### src/rtl/rr_arb4.sv
// Four-channel round-robin arbiter feeding a single registered output slot.
// Priority rotates from the channel after the last one granted.
module rr_arb4 #(
  parameter int WIDTH = 12
) (
  input  logic             clk,
  input  logic             reset,
  input  logic [3:0]       in_valid,
  input  logic [WIDTH-1:0] in_data0,
  input  logic [WIDTH-1:0] in_data1,
  input  logic [WIDTH-1:0] in_data2,
  input  logic [WIDTH-1:0] in_data3,
  output logic [3:0]       in_ready,
  output logic             out_valid,
  output logic [WIDTH-1:0] out_data,
  output logic [1:0]       out_sel,
  input  logic             out_ready
);

  logic [3:0][WIDTH-1:0] data;
  logic [1:0]            last_grant;
  logic [1:0]            grant;
  logic [1:0]            idx;
  logic                  found;
  logic                  any_valid;
  logic                  load_en;

  assign data      = {in_data3, in_data2, in_data1, in_data0};
  assign any_valid = |in_valid;
  // The slot can take a new word when it is empty or being drained this cycle.
  assign load_en   = !out_valid | out_ready;

  always_comb begin
    grant = last_grant;
    found = 1'b0;
    idx   = '0;
    for (int k = 1; k < 5; k++) begin
      idx = last_grant + 2'(k);
      if (!found && in_valid[idx]) begin
        grant = idx;
        found = 1'b1;
      end
    end
  end

  assign in_ready = (!reset && load_en && any_valid) ? (4'b0001 << grant) : 4'b0000;

  always_ff @(posedge clk or posedge reset) begin
    if (reset) begin
      out_valid  <= 1'b0;
      out_data   <= '0;
      out_sel    <= '0;
      last_grant <= 2'd3;
    end else if (load_en) begin
      if (any_valid) begin
        out_valid  <= 1'b1;
        out_data   <= data[grant];
        out_sel    <= grant;
        last_grant <= grant;
      end else begin
        out_valid  <= 1'b0;
      end
    end
  end

endmodule

### config.mk
export PLATFORM = sky130hd
export DESIGN_NAME = rr_arb4
export DESIGN_NICKNAME = d
export VERILOG_FILES = /design/src/rtl/rr_arb4.sv
export SDC_FILE = /design/constraint.sdc
export NUM_CORES = 1
export LEC_CHECK = 0
export ABC_AREA = 1
export CORE_UTILIZATION = 43
export DETAILED_ROUTE_END_ITERATION = 12
export GPL_TIMING_DRIVEN = 0
export PLACE_DENSITY_LB_ADDON = 0.25
export SLEW_MARGIN = 15
export SYNTH_ARGS = -nofsm -noshare
export SYNTH_HDL_FRONTEND = slang
export SYNTH_SLANG_ARGS = --single-unit
### constraint.sdc
create_clock -name clk -period 3 [get_ports clk]
set_input_delay 0.45 -clock clk [delete_from_list [all_inputs] [get_ports clk]]
set_output_delay 0.45 -clock clk [all_outputs]
set_load 0.05 [all_outputs]
# == Word level (Yosys, flattened, before mapping) ==
# Index checks and enable logic that the tools add are counted.
# classes
addsub,3
magnitude_cmp,5
shifts,1
n_mux,19
bitwise,1
reduce_logical,12
# ops
operator,count
$bmux W12 S2,1
$lt A2 B3 Y1 const B,5
$mux W12,1
$bmux W1 S2,4
$mux W1,8
$mux W2,4
$logic_and A1 B1 Y1,5
$logic_not A1 Y1,5
$add A2 B2 Y2 const B,2
$mux W4,1
$reduce_or A4 Y1,1
$shl A1 B2 Y4 const A,1
$add A2 B1 Y2 const B,1
$reduce_and A2 Y1,1
$or A1 B1 Y1,1
# word_totals
register_bits,17
output_inout_bits,19

# == Longest topological paths before layout ==
# Gate-level depths: netlist of the first run.
# logic_depth
depth_word,15
ltp_mapped,14
ltp_nobuf,13

# == Worst setup path after synthesis of the first run ==
# Ideal clock, no wire load.
# synth_timing
path_type,register -> output
from,register last_grant[0]
to,output in_ready[3]
arrival_ns,2.511
setup_slack_ns,0.039
path_stages_with_launch,13
cell_sequence,dfstp_2 > buf_6 > nand2_2 > nand2_1 > nand2_1 > nand2_2 > nand2_4 > nand2_2 > nand2_4 > nand2_4 > buf_6 > inv_2 > nor3_1
# synth_between
elab_chain_cells,15
# synth_lines
element,line,text
"start, declared",21,logic [1:0] last_grant;
"start signal, assigned",59,last_grant <= grant;
$add A2 B1 Y2,38,idx = last_grant + 2'(k);
$bmux W1 S2,39,if (!found && in_valid[idx]) begin
$mux W1 (not written as such),39,
$mux W1,39,
$logic_not A1 Y1,39,
$logic_and A1 B1 Y1,39,
$mux W1,39,
$logic_not A1 Y1,39,
$logic_and A1 B1 Y1,39,
$mux W1,39,
$logic_not A1 Y1,39,
$logic_and A1 B1 Y1,39,
$mux W2 *,39,
$shl A1 B2 Y4 *,46,assign in_ready = (!reset && load_en && any_valid) ? (4'b0001 << grant) : 4'b0000;
$mux W4 *,46,
"end, declared",13,"output logic [3:0] in_ready,"
# Mark *: on every way between the ends. The rest lies on a longest branch, timed or not. The select of a mux whose other input is x is not followed.

# == Worst setup path after layout of the first run ==
# layout_timing
from,input in_valid[0]
to,output in_ready[3]
# layout_between
elab_chain_cells,14
# layout_lines
element,line,text
"start, declared",8,"input logic [3:0] in_valid,"
$bmux W1 S2,39,
$mux W1 (not written as such),39,
$mux W1,39,
$logic_not A1 Y1,39,
$logic_and A1 B1 Y1,39,
$mux W1,39,
$logic_not A1 Y1,39,
$logic_and A1 B1 Y1,39,
$mux W1,39,
$logic_not A1 Y1,39,
$logic_and A1 B1 Y1,39,
$mux W2,39,
$shl A1 B2 Y4,46,
$mux W4 *,46,
# Marked as above.

==> impl_summary.log, run 1 <==
[metrics] status: completed
[metrics] ys async rst share: 1.00
[metrics] register share of total power: 0.141
[metrics] clock insertion delay at the later pin of the skew report: ~0.29 ns
[metrics] relative max-transition margin: 0.583
[metrics] count of nets left with antenna violations after detail routing: 0
[metrics] critical path cell sequence: clkdlybuf4s50_1, nand2_2, nand2_1, nand2_1, nand2_2, nand2_4, nand2_2, nand2_4, nand2_4, buf_6, inv_2, nor3_1, buf_2
[metrics] startpoint of the worst-slack reg-to-reg timing path: last_grant[0]
[metrics] GRT overflow: 0
[metrics] number of port buffers: 73
[metrics] Slowest-stage cell, CP: sky130_fd_sc_hd__clkdlybuf4s50_1
[metrics] biggest area contributors in the synthesized netlist: sky130_fd_sc_hd__nand3_1 (27%), sky130_fd_sc_hd__dfrtp_1 (26%), sky130_fd_sc_hd__nand2_1 (19%)
[metrics] clock tree from TritonCTS: done
[metrics] post-synthesis sequential area ratio: 0.299
[metrics] total CTS buffers: 3
[metrics] Non-Filler Cell Area, Final: 2230 um^2
[metrics] Final Power: 3.00 mW
[metrics] cell depth of the worst min-delay path: 2
[metrics] global-route wire length before repair: 6.39 mm
[metrics] combinational share of power: 0.819
[metrics] fraction of layout cells with a size suffix above 1: 0.149
[metrics] proportion of power drawn by the clock network: 0.040
[metrics] clk sink count: 17
[metrics] setup slack of the most critical reg-to-reg path: ~1.0 ns
[metrics] leakage power: 1.06 nW
[metrics] count of TritonRoute iterations in the first routing pass: 7
[metrics] global placer's final weighted congestion: 0.885
[metrics] net count reported at finish: 351
[metrics] Worst setup SP type: input port
[metrics] Overall Global Routing Usage: 0.236
[metrics] maximum root-to-sink buffer count: 2
[metrics] 1st-iter DRT viols: 103
[metrics] final period demand of the worst path: 2.80 ns
[metrics] arrival time reported for the critical path endpoint: 2.35 ns
[metrics] Cells after Synth: 218
[metrics] starting utilization of the core area: 0.461
[metrics] post-placement cell count: approximately 340
[metrics] share of the core filled with cells: 0.718
[metrics] initial antenna violation count: 0
[metrics] die area: 3560 um^2
[metrics] primary flip-flop cell chosen by synthesis mapping: sky130_fd_sc_hd__dfrtp_1
[metrics] clock-pin slew reported for the worst setup and hold paths after clock tree synthesis: about 0.1 ns
[metrics] quantity of hold-fixing buffers added after cts: 0
[metrics] Yosys warning total: 0
[metrics] post-synthesis cell area: between 1000 and 1500 um^2
[metrics] cell family with the largest share of critical-path delay: buffers and inverters
[metrics] Final Instance Count excl. Fillers: 339
[metrics] total setup violations reported at the end of the flow: 0
[metrics] Antenna Diode Count: 0
[metrics] Hold Path Sink: out_data[0]
[metrics] post-synthesis average cell area: 6.57 um^2
[metrics] RSZ-0062 raised after global routing: false
[metrics] endpoint of the most critical register-to-register path: out_data[2]
[metrics] Syn-to-layout area delta: 55.6%
[metrics] slowest cell delay on critical path: 0.53 ns
[metrics] root cell of the clock tree: sky130_fd_sc_hd__clkbuf_4
[metrics] hold violation count in the final report: 0
[metrics] total net switching power: 1.73 mW
[metrics] worst setup slack after layout: 0.197 ns
[metrics] Critical Path End Type: output port
[metrics] crit path buf inv count: 4
[metrics] average via count per standard cell: 5.19
[metrics] via count of the first global-routing pass: 1420
[metrics] placeable core area: 3100 um^2
[metrics] detailed-placement wirelength estimate: 3.35 mm
[metrics] internal power: 1.27 mW
[metrics] Mapped Nets: 273
[metrics] number of setup buffers added after CTS: 0
[metrics] area fraction of the dominant cell type after synthesis: 0.273
[metrics] Reg2Reg Depth: 13
[metrics] mean routed wirelength per cell: between 10 and 15 um
[metrics] Worst Path Required: 2.55 ns
[metrics] pwr/cell area: 1350 nW/um^2
[metrics] total detailed-routing wirelength: slightly above 4 mm
[metrics] library cell with the largest summed area after synthesis: sky130_fd_sc_hd__nand3_1
[metrics] class of the tightest hold or removal check: register to register
[metrics] die width: between 50 and 60 um
[metrics] FP Rows: 20
[metrics] number of DRC violations after detailed routing: 0
[metrics] startpoint of the most critical hold path: out_data[0]
[metrics] Tcrit/Tclk final: 0.934
[metrics] clock tree skew after final layout: 0.00830 ns
[metrics] pin count of the biggest net entering global routing: 19
[metrics] largest voltage drop on the vdd net: 774 uV
[metrics] via total after detailed routing: roughly 1800
[metrics] MaxCap Viol Count: 0
[metrics] cell area after placement: 2220 um^2
[metrics] maximum clock rate: 0.357 GHz
[metrics] io pins: 74
[metrics] transition time at the pin with the least slew margin: ~0.62 ns
[metrics] critical setup path kind: input port to output port
[metrics] CTS H-Tree Depth: 1
[metrics] die height: 59.7 um
[metrics] number of synthesized register bits: 17
[metrics] most frequent cells after synthesis: sky130_fd_sc_hd__nand3_1 (78), sky130_fd_sc_hd__nand2_1 (72), sky130_fd_sc_hd__dfrtp_1 (15)
[metrics] worst setup slack after placement: -0.359 ns
[metrics] switching portion of total power: 0.578
[metrics] critical path peak fanout: 10
[metrics] most used standard cell by instance count after synthesis: sky130_fd_sc_hd__nand3_1
[metrics] distinct cell type count after synthesis: 21
[metrics] number of flops mapped to enable cells by yosys: 0
[metrics] number of pins with negative max-slew slack in the final report: 0
[worst max-delay path by stage]
stage,start,end,slack (ns),depth (start not counted)
after floorplan,last_grant[0],in_ready[3],0.04,12
after global placement,in_valid[0],in_ready[3],-0.33,13
after detailed placement,in_valid[0],in_ready[3],-0.36,13
after CTS,in_valid[0],in_ready[2],0.01,13
after global routing,last_grant[0],in_ready[0],0.01,12
final,in_valid[0],in_ready[3],0.20,13
[sequential cells by signal, indices dropped and copies added (netlist names)]
signal / count
out_data: 12
last_grant: 2
out_sel: 2
out_valid: 1
[repair_timing]
item,CTS,global route
cloned,0,0
resized for setup,12,8
setup endpoints to repair,4,4
[tightest hold or removal path, delay by kind of cell (launching register included)]
| family | cells | cell delay, ns |
|---|---|---|
| DFF | 1 | 0.36 |
| and+or+nand+nor | 2 | 0.11 |
[layout by cell type (no fill, tap or decap), drive strengths merged]
cell type,synthesis,layout
dfstp,2,2
o21ai,4,4
dfrtp,15,15
clkdlybuf4s50,0,69
clkinv,0,1
buf,11,13
nand4,1,1
nand2,86,86
clkbuf,1,6
nand3,80,80
inv,10,10
nor2,3,3
nor3,4,4
nor4,1,1
[per-stage QoR]
stage               TNS, ns  hold WS (ns)
floorplan                 0         0.383
global placement      -1.15         0.462
detailed placement    -1.27         0.465
CTS                       0         0.490
global route              0         0.504
finish                    0         0.490
[power groups by stage]
stage / clock, mW / sequential, mW / combinational (mW)
finish: 0.121 / 0.422 / 2.46
detailed placement: 0 / 0.427 / 2.46
CTS: 0.121 / 0.423 / 2.46
floorplan: 0 / 0.752 / 1.50
global route: 0.130 / 0.434 / 2.68
global placement: 0 / 0.421 / 2.41
[layer usage]
metal | GRT usage | share of wire | vias to the layer above
met5 | 0 | 0 | -
met4 | 0.0664 | 0.0094 | 0
met3 | 0.0130 | 0.058 | 4
met2 | 0.363 | 0.47 | 75
met1 | 0.354 | 0.46 | 795
li1 | - | - | 886
[cell families after synthesis]
kind of cell    after synthesis  synth area share
compound gates                4            0.0140
buf+inv                      22            0.0918
flops                        17             0.299
simple gates                175             0.595
[area by class of cell]
class | instances | area (um^2)
Inverter | 10 | 40.0
Timing Repair Buffer | 73 | 711
Multi-Input combinational cell | 179 | 875
Clock inverter | 1 | 5.00
Buffer | 12 | 91.3
Tap cell | 44 | 55.1
Sequential cell | 17 | 428
Fill cell | 274 | 876
Clock buffer | 3 | 22.5
(Power assumes the default switching activity.)
==> run 2, diff against run 1 <==
- TNS_END_PERCENT: default -> 1
==> results of run 2 <==
Same layout as run 1: the final DEF is identical, and so are final timing and power.
